## src/rtl/jtag_scan_master.sv

```systemverilog
// rtl/jtag_scan_master.sv - JTAG TAP bit-bang master running one IR or DR scan per request
//
// Purpose: drives jtag_TCK/TMS/TDI from a valid/ready request and returns the
// captured jtag_TDO bits as a one-cycle response. After reset it walks the TAP
// through Test-Logic-Reset into Run-Test/Idle before accepting requests.
//
// Optional feature: JTAG_SCAN_PAUSE_EN routes Exit1 -> Pause -> Exit2 -> Update
// instead of Exit1 -> Update.
//
// Ports:
//   clk, rst          system clock, synchronous active-low reset
//   req_valid_i/req_ready_o, req_is_ir_i, req_len_i, req_data_i   scan request
//   rsp_valid_o, rsp_err_o, rsp_data_o                            scan response
//   busy_o            TAP reset sequence or scan in progress
//   jtag_TCK/TMS/TDI  JTAG outputs, jtag_TDO JTAG input
module jtag_scan_master #(
   parameter int IR_LEN      = 5,
   parameter int DR_MAX      = 40,
   parameter int LEN_W       = 6,
   parameter int TCK_DIV     = 4,
   parameter int IDLE_CYCLES = 1
) (
   input  logic              clk,
   input  logic              rst,
   input  logic              req_valid_i,
   output logic              req_ready_o,
   input  logic              req_is_ir_i,
   input  logic [LEN_W-1:0]  req_len_i,
   input  logic [DR_MAX-1:0] req_data_i,
   output logic              rsp_valid_o,
   output logic              rsp_err_o,
   output logic [DR_MAX-1:0] rsp_data_o,
   output logic              busy_o,
   output logic              jtag_TCK,
   output logic              jtag_TMS,
   output logic              jtag_TDI,
   input  logic              jtag_TDO
);

   localparam int CNT_W = (LEN_W > 4) ? LEN_W : 4;
   localparam int IDX_W = (DR_MAX > 1) ? $clog2(DR_MAX) : 1;
   localparam int DIV_W = (TCK_DIV > 1) ? $clog2(2 * TCK_DIV) : 1;
   localparam logic [DIV_W-1:0] DIV_RISE = DIV_W'(TCK_DIV - 1);
   localparam logic [DIV_W-1:0] DIV_LAST = DIV_W'(2 * TCK_DIV - 1);

   typedef enum logic [3:0] {
      S_TLR, S_IDLE, S_CHECK, S_SEL_DR, S_SEL_IR, S_CAPTURE,
      S_SHIFT_ENTRY, S_SHIFT, S_PAUSE, S_EXIT2, S_UPDATE, S_RTI
   } state_t;

   state_t            r_state;
   logic [CNT_W-1:0]  r_cnt;
   logic [DIV_W-1:0]  r_div;
   logic              r_tck, r_tms, r_tdi;
   logic              r_is_ir;
   logic [LEN_W-1:0]  r_len;
   logic [DR_MAX-1:0] r_data, r_cap;
   logic              r_rsp_valid, r_rsp_err, r_busy;
   logic [DR_MAX-1:0] r_rsp_data;

   state_t            w_state_nxt;
   logic [CNT_W-1:0]  w_cnt_nxt;
   logic [CNT_W-1:0]  w_n_m1;
   logic              w_step_end, w_stepping, w_accept;
   logic              w_rsp, w_err, w_tms_nxt, w_tdi_nxt;

   assign w_step_end = (r_div == DIV_LAST);
   assign w_stepping = (r_state != S_IDLE) && (r_state != S_CHECK);
   assign w_accept   = (r_state == S_IDLE) && req_valid_i;
   assign w_n_m1     = CNT_W'(r_len) - CNT_W'(1);

   // Next state plus the TMS/TDI level for whichever step starts next.
   always_comb begin
      w_state_nxt = r_state;
      w_cnt_nxt   = r_cnt;
      w_rsp       = 1'b0;
      w_err       = 1'b0;
      case (r_state)
         S_IDLE: if (req_valid_i) w_state_nxt = S_CHECK;
         S_CHECK: begin
            if (!r_is_ir && (r_len == '0 || r_len > LEN_W'(DR_MAX))) begin
               w_state_nxt = S_IDLE;
               w_rsp       = 1'b1;
               w_err       = 1'b1;
            end else begin
               w_state_nxt = S_SEL_DR;
               w_cnt_nxt   = '0;
            end
         end
         default: begin
            if (w_step_end) begin
               case (r_state)
                  S_TLR: begin
                     if (r_cnt == CNT_W'(8)) w_state_nxt = S_IDLE;
                     else                    w_cnt_nxt   = r_cnt + CNT_W'(1);
                  end
                  S_SEL_DR:      w_state_nxt = r_is_ir ? S_SEL_IR : S_CAPTURE;
                  S_SEL_IR:      w_state_nxt = S_CAPTURE;
                  S_CAPTURE:     w_state_nxt = S_SHIFT_ENTRY;
                  S_SHIFT_ENTRY: begin
                     w_state_nxt = S_SHIFT;
                     w_cnt_nxt   = '0;
                  end
                  S_SHIFT: begin
                     if (r_cnt == w_n_m1) begin
`ifdef JTAG_SCAN_PAUSE_EN
                        w_state_nxt = S_PAUSE;
`else
                        w_state_nxt = S_UPDATE;
`endif
                     end else begin
                        w_cnt_nxt = r_cnt + CNT_W'(1);
                     end
                  end
                  S_PAUSE:  w_state_nxt = S_EXIT2;
                  S_EXIT2:  w_state_nxt = S_UPDATE;
                  S_UPDATE: begin
                     w_cnt_nxt = '0;
                     if (IDLE_CYCLES == 0) begin
                        w_state_nxt = S_IDLE;
                        w_rsp       = 1'b1;
                     end else begin
                        w_state_nxt = S_RTI;
                     end
                  end
                  S_RTI: begin
                     if (r_cnt == CNT_W'(IDLE_CYCLES - 1)) begin
                        w_state_nxt = S_IDLE;
                        w_rsp       = 1'b1;
                     end else begin
                        w_cnt_nxt = r_cnt + CNT_W'(1);
                     end
                  end
                  default: w_state_nxt = r_state;
               endcase
            end
         end
      endcase

      case (w_state_nxt)
         S_TLR:                                 w_tms_nxt = (w_cnt_nxt < CNT_W'(8));
         S_SEL_DR, S_SEL_IR, S_EXIT2, S_UPDATE: w_tms_nxt = 1'b1;
         S_SHIFT:                               w_tms_nxt = (w_cnt_nxt == w_n_m1);
         default:                               w_tms_nxt = 1'b0;
      endcase
      w_tdi_nxt = (w_state_nxt == S_SHIFT) ? r_data[w_cnt_nxt[IDX_W-1:0]] : 1'b1;
   end

   always_ff @(posedge clk) begin
      if (!rst) begin
         r_state     <= S_TLR;
         r_cnt       <= '0;
         r_div       <= '0;
         r_tck       <= 1'b0;
         r_tms       <= 1'b1;
         r_tdi       <= 1'b1;
         r_is_ir     <= 1'b0;
         r_len       <= '0;
         r_data      <= '0;
         r_cap       <= '0;
         r_rsp_valid <= 1'b0;
         r_rsp_err   <= 1'b0;
         r_rsp_data  <= '0;
         r_busy      <= 1'b0;
      end else begin
         r_state     <= w_state_nxt;
         r_cnt       <= w_cnt_nxt;
         r_rsp_valid <= w_rsp;
         r_busy      <= (w_state_nxt != S_IDLE);
         if (w_rsp) begin
            r_rsp_err  <= w_err;
            r_rsp_data <= w_err ? '0 : r_cap;
         end
         if (w_accept) begin
            r_is_ir <= req_is_ir_i;
            r_len   <= req_is_ir_i ? LEN_W'(IR_LEN) : req_len_i;
            r_data  <= req_data_i;
            r_cap   <= '0;
         end
         // Each step: TMS/TDI change with TCK falling, TDO sampled on the
         // clk that raises TCK (end of the low half).
         if (w_stepping && !w_step_end) begin
            r_div <= r_div + DIV_W'(1);
            if (r_div == DIV_RISE) begin
               r_tck <= 1'b1;
               if (r_state == S_SHIFT) r_cap[r_cnt[IDX_W-1:0]] <= jtag_TDO;
            end
         end else begin
            r_div <= '0;
            r_tck <= 1'b0;
            r_tms <= w_tms_nxt;
            r_tdi <= w_tdi_nxt;
         end
      end
   end

   assign req_ready_o = (r_state == S_IDLE);
   assign rsp_valid_o = r_rsp_valid;
   assign rsp_err_o   = r_rsp_err;
   assign rsp_data_o  = r_rsp_data;
   assign busy_o      = r_busy;
   assign jtag_TCK    = r_tck;
   assign jtag_TMS    = r_tms;
   assign jtag_TDI    = r_tdi;

endmodule

```

## config.mk

```make
export PLATFORM = sky130hd
export DESIGN_NAME = jtag_scan_master
export DESIGN_NICKNAME = d
export VERILOG_FILES = /design/src/rtl/jtag_scan_master.sv
export SDC_FILE = /design/constraint.sdc
export NUM_CORES = 1
export LEC_CHECK = 0
export CAP_MARGIN = 15
export CORE_MARGIN = 3
export CORE_UTILIZATION = 64
export DETAILED_ROUTE_END_ITERATION = 12
export DONT_BUFFER_PORTS = 1
export PLACE_DENSITY = 0.8
export SLEW_MARGIN = 5
export SYNTH_ARGS = -nofsm -noshare
export SYNTH_HDL_FRONTEND = slang
export SYNTH_SLANG_ARGS = --single-unit
```

## constraint.sdc

```tcl
create_clock -name clk -period 4.85 [get_ports clk]
set_clock_uncertainty 0.2 [all_clocks]
set_input_delay 0.485 -clock clk [delete_from_list [all_inputs] [get_ports clk]]
set_output_delay 0.485 -clock clk [all_outputs]
set_load 0.02 [all_outputs]
```

After elaboration in Yosys (flattened, before gate mapping)
Cells that the tools add are included.
{ "word_totals": {"register_bits": 146, "in_bits": 51, "out_inout_bits": 47, "wordCells": 97} }
{ "classes": {"add_sub_neg": 3, "order_cmp": 5, "n_eq_ne": 24, "n_mux": 36, "reduce_logical": 15} }
{ "ops": {"columns": ["op", "count"], "rows": [
  ["40-bit two-way mux", 6],
  ["40-bit bitwise mux", 1],
  ["4-bit one-hot mux with 10 select lines", 1],
  ["6-bit two-way mux", 6],
  ["4-bit by 3-bit equality test with 1-bit output, second input constant", 6],
  ["4-bit equality test, second input constant", 6],
  ["6-bit one-hot mux with 4 select lines", 1],
  ["4-bit two-way mux", 5],
  ["6-bit by 7-bit < comparator with 1-bit output, second input constant", 2],
  ["4-bit by 2-bit equality test with 1-bit output, second input constant", 3],
  ["6-bit equality test", 2],
  ["6-bit zero test", 2],
  ["6-bit one-hot mux with 2 select lines", 1],
  ["1-bit two-way mux", 9],
  ["4-bit zero test", 2],
  ["4-bit by 1-bit inequality test with 1-bit output, second input constant", 2],
  ["4-bit one-hot mux with 2 select lines", 1],
  ["6-bit by 1-bit adder with 6-bit output, second input constant", 1],
  ["1-bit binary-select mux with 6-bit select", 1],
  ["1-bit demux with 6-bit select", 1],
  ["6-bit by 4-bit equality test with 1-bit output, second input constant", 1],
  ["6-bit by 1-bit >= comparator with 1-bit output, second input constant", 1],
  ["6-bit > comparator, second input constant", 1],
  ["6-bit by 4-bit < comparator with 1-bit output, second input constant", 1],
  ["15 further kinds", 20]
]} }

Logic depth before layout (Yosys ltp)
{ "depth": {"word_depth": 9, "mapped_depth": 15, "ltp_nobuf": 12} }

Least setup slack after synthesis
OpenSTA, ideal clock, no wires.
{ "synth_timing": {"path_type": "register to register", "from": "register r_len[0]", "to": "register r_tdi (netlist: jtag_TDI)", "setup_ns": 0.096, "arrival_time_ns": 3.099, "required_ns": 4.554, "setup_slack_ns": 1.456, "stages_incl_launch_ff": 15, "period_less_slack_ns": 3.394, "path_cell_list": "dfxtp_1 > inv_1 > ha_1 > buf_4 > or3b_1 > or4_1 > o311a_2 > nor2_4 > nor3b_1 > o21ai_1 > buf_2 > mux2i_1 > mux2i_1 > a22o_1 > o41ai_2"} }
{ "synth_via": {"elab_chain_len": 9, "word_cells_on_any_way": 20, "classes_between": "add/sub: 1; order compare: 1; eq/ne: 2; mux: 13; reduce/logical: 3"} }
{ "synth_rtl": {"columns": ["item", "line_no", "source"], "rows": [
  ["from (decl)", "56", "logic [LEN_W-1:0] r_len;"],
  ["from (signal assigned)", "176", "r_len <= req_is_ir_i ? LEN_W'(IR_LEN) : req_len_i;"],
  ["6-bit by 1-bit subtractor with 6-bit output", "70", "assign w_n_m1 = CNT_W'(r_len) - CNT_W'(1);"],
  ["6-bit equality test", "105", "if (r_cnt == w_n_m1) begin"],
  ["6-bit two-way mux", "105", null],
  ["6-bit one-hot mux with 4 select lines", "92", "case (r_state)"],
  ["6-bit two-way mux", "91", "if (w_step_end) begin"],
  ["6-bit one-hot mux with 2 select lines", "78", "case (r_state)"],
  ["1-bit binary-select mux with 6-bit select", "146", "w_tdi_nxt = (w_state_nxt == S_SHIFT) ? r_data[w_cnt_nxt[IDX_W-1:0]] : 1'b1;"],
  ["1-bit two-way mux (implied by the code)", "146", null],
  ["1-bit two-way mux (*)", "146", null],
  ["to (signal assigned)", "192", "r_tdi <= w_tdi_nxt;"],
  ["to (decl)", "54", "logic r_tck, r_tms, r_tdi;"]
]} }
Every way passes the cells marked *; elsewhere a longest branch is shown, timed or not. The select of a mux whose other input is x is not followed.
A chain may end at the register's enable or synchronous reset.

Final worst setup path
Same ends and word-level chain as after synthesis.

==> flow_summary.ini <==
[worst_setup_path]
critPathRequiredTime_ns = 5.10
crit_type = register to register
critPathCaptureType = register
crit_arrival_ns = 4.21
cp_max_fo = 9
start_kind = register
r2r_cells = 13

[global_routing]
grt_pass1_vias = 6572
grt-ovfl-total = 0
grt_max_degree = 89
grt_pass1_wl_um = 32200
grt_util_all_layers_pct = 31.7
grt_antenna_before_repair = 0

[route]
dr_total_vias = 6811
first_pass_iters = 7
dr.max_layer_used = met4
routed_wl_um = 19600
drt-wirelength-per-cell_um = 18.3
met3_length_um = 1740
wl_met2_um = 9440
remaining_drc_errors = 0
drt_iter0_markers = 725
ant_nets = 0
wl_met1_um = 7890
routed_via_density = 6.37

[synthesis]
yosysMostFrequentCell = nand2_1
yosys.area.top_type = dfxtp_1
synth_edf_count = 0
syn_nets = 969
yosysWarningCount = 0
synth_xor_area_share_pct = 1.62
yosysUniqueCellTypes = 72
seq_area_frac_synth_pct = 41.6
synth_top_family_by_area = simple AND/OR/NAND/NOR gates
synth.area.mux_share_pct = 4.33
synth_ff_type = dfxtp_1
synthSimpleGateAreaFrac_pct = 26.9
syn_inst = 909
syn-cell-area_mm2 = 0.00703
synth.area.top_cells = dfxtp_1 (42%), nand2_1 (12%), a21oi_1 (9.9%), nand3_1 (4.4%), mux2i_1 (3.8%)
ys_ff_latch = 146
synth_adder_area_share_pct = 1.60
syn_area_per_cell_um2 = 7.73
async_flop_share_pct = 0
synth_top_cell_area_share_pct = 41.6
synth_compound_area_share_pct = 18.9
synth_common_cells = nand2_1 (222), dfxtp_1 (146), a21oi_1 (139)

[floorplan]
core_mm2 = 0.0105
die-width_um = 111
num_io_pins = 98
initial_core_util_pct = 66.9
rows = 37
dieArea_mm2 = 0.0123
dieHeight_um = 111

[timing]
rsz0062_at_grt = false
hold_viol = 0
period_needed_ns = 3.96
drv_slew = 0
tightest_slew_ns = 1.17
maxSlewHeadroom_pct = 21.1
fin_crit_sh_pct = 81.7
fmax_mhz = 252
setup_violations = 0
setup-tns-final_ns = 0

[hold_path]
whs_path_depth = 2
hold_class = primary input to register

[cts]
cts_tree = built
cts_buffers = 17
post_cts_resized = 0
cts_setup_buffers = 0
max-clock-path-buffers = 2
hold_buffers = 48
clk_pin_slew_ns = 0.06
cts-root-buf = clkbuf_8
cts.sinks = 146
htree_levels = 4
clk_latency_ns = 0.54

[power]
p_comb_share_pct = 4.4
power.share.clock_pct = 49.9
pwr-share-seq_pct = 45.7
p_int_mw = 2.05
netSwitchingPower_mw = 0.590
p_leak_nw = 2.71
powerDensity_mw_per_mm2 = 327
vdd_drop_max_v = 0.000302
netSwitchingFraction_pct = 22.3

[placement]
gp_congestion = 0.932
io_buffers = 0
hpwl_um = 11800

[finish]
utilization_pct = 77.0
layout-drive-gt1-share_pct = 7.28
nets = 981
diodes = 0
n_fill_cell = 720
area_growth_pct = 15.2

[flow_run]
maxCapViolCount = 0

[outcome]
status = finished clean
-- area by class of cell --
cell class	instances	area (µm²)	area share (%)
clock inverter	13	159	1.96
multi-input combinational	680	3760	46.5
clock buffer	19	432	5.33
inverter	14	52.6	0.649
tap	136	170	2.10
sequential	146	2920	36.1
timing repair buffer	62	596	7.36
-- flip-flops by register name (all words and copies together), names as in the netlist --
register	flops
r_cnt	6
r_cap	40
rsp_valid_o	1
r_len	6
rsp_data_o	40
r_is_ir	1
busy_o	1
jtag_TCK	1
jtag_TDI	1
r_div	3
r_state	4
jtag_TMS	1
r_data	40
rsp_err_o	1
-- through the flow --
step	power [mW]	cells	setup slack, ns	hold slack, ns	instance area [µm²]
after CTS	2.64	1070	0.892	0.00297	8090
after detailed placement	1.31	990	0.903	0.221	7010
after global placement	1.30	990	1.08	0.209	7010
after floorplan	1.30	909	1.46	0.199	7030
final	2.64	1070	0.888	0.0231	8090
after global routing	2.71	1070	0.651	0.0289	8090
-- worst paths after layout --
check / start / end / slack [ns]
setup / recovery: r_len[0]$_SDFFE_PN0P_ / jtag_TDI$_SDFFE_PN1N_ / 0.89
hold / removal: req_len_i[0] / r_len[0]$_SDFFE_PN0P_ / 0.02
setup reg to reg: r_len[0]$_SDFFE_PN0P_ / jtag_TDI$_SDFFE_PN1N_ / 0.89
hold reg to reg: r_div[0]$_SDFF_PN0_ / r_div[0]$_SDFF_PN0_ / 0.23
-- layout by cell type, fill, tap and decap left out, drive strengths merged, types with 4 or more instances in the layout --
cell type	Yosys	final
nand2	222	222
dfxtp	146	146
a21oi	141	141
nand3	62	62
dlygate4sd3	0	47
nor2	42	42
mux2i	27	27
nor3	19	19
clkbuf	54	19
inv	13	16
buf	15	15
o21ai	15	15
nand4	14	14
xnor2	10	10
and2	10	10
o211ai	10	10
a31oi	10	10
ha	9	9
and3	8	8
nand2b	6	6
a211oi	6	6
clkinv	1	6
o311ai	5	5
nand3b	5	5
nor3b	4	4
-- power groups by stage --
| stage | Combinational [mW] | Sequential [mW] | Clock [mW] |
|---|---|---|---|
| finish | 0.117 | 1.21 | 1.32 |
| global route | 0.126 | 1.21 | 1.37 |
| CTS | 0.111 | 1.21 | 1.32 |
| detailed placement | 0.0725 | 1.23 | 0 |
| global placement | 0.0695 | 1.23 | 0 |
| floorplan | 0.0629 | 1.23 | 0 |
-- critical path, cell delays in order (launching register included) --
cell and delay, ns:
dfxtp_1 0.36, inv_1 0.10, ha_1 0.33, or3b_1 0.40, or4_1 0.40, o311a_2 0.20, nor2_4 0.15, nor3b_1 0.07
o21ai_1 0.56, buf_4 0.30, mux2i_1 0.21, mux2i_1 0.10, a22o_1 0.23, o41ai_2 0.26
-- cells by family (layout without fill, tap and decap cells) --
group,Yosys count,count (layout)
multiplexers,29,29
buffers and inverters,83,108
AO/OA/AOI/OAI,219,219
adder cells (fa/ha/maj),9,9
AND/OR/NAND/NOR,410,410
XOR/XNOR,13,13
flip-flops,146,146
-- per-layer routing --
layer,global-route usage [%],vias to the layer above
li1,-,3187
met1,39.6,3201
met2,52.1,359
met3,8.41,64
met4,13.1,0
met5,0,-
Power figures use the tool's default switching activity.
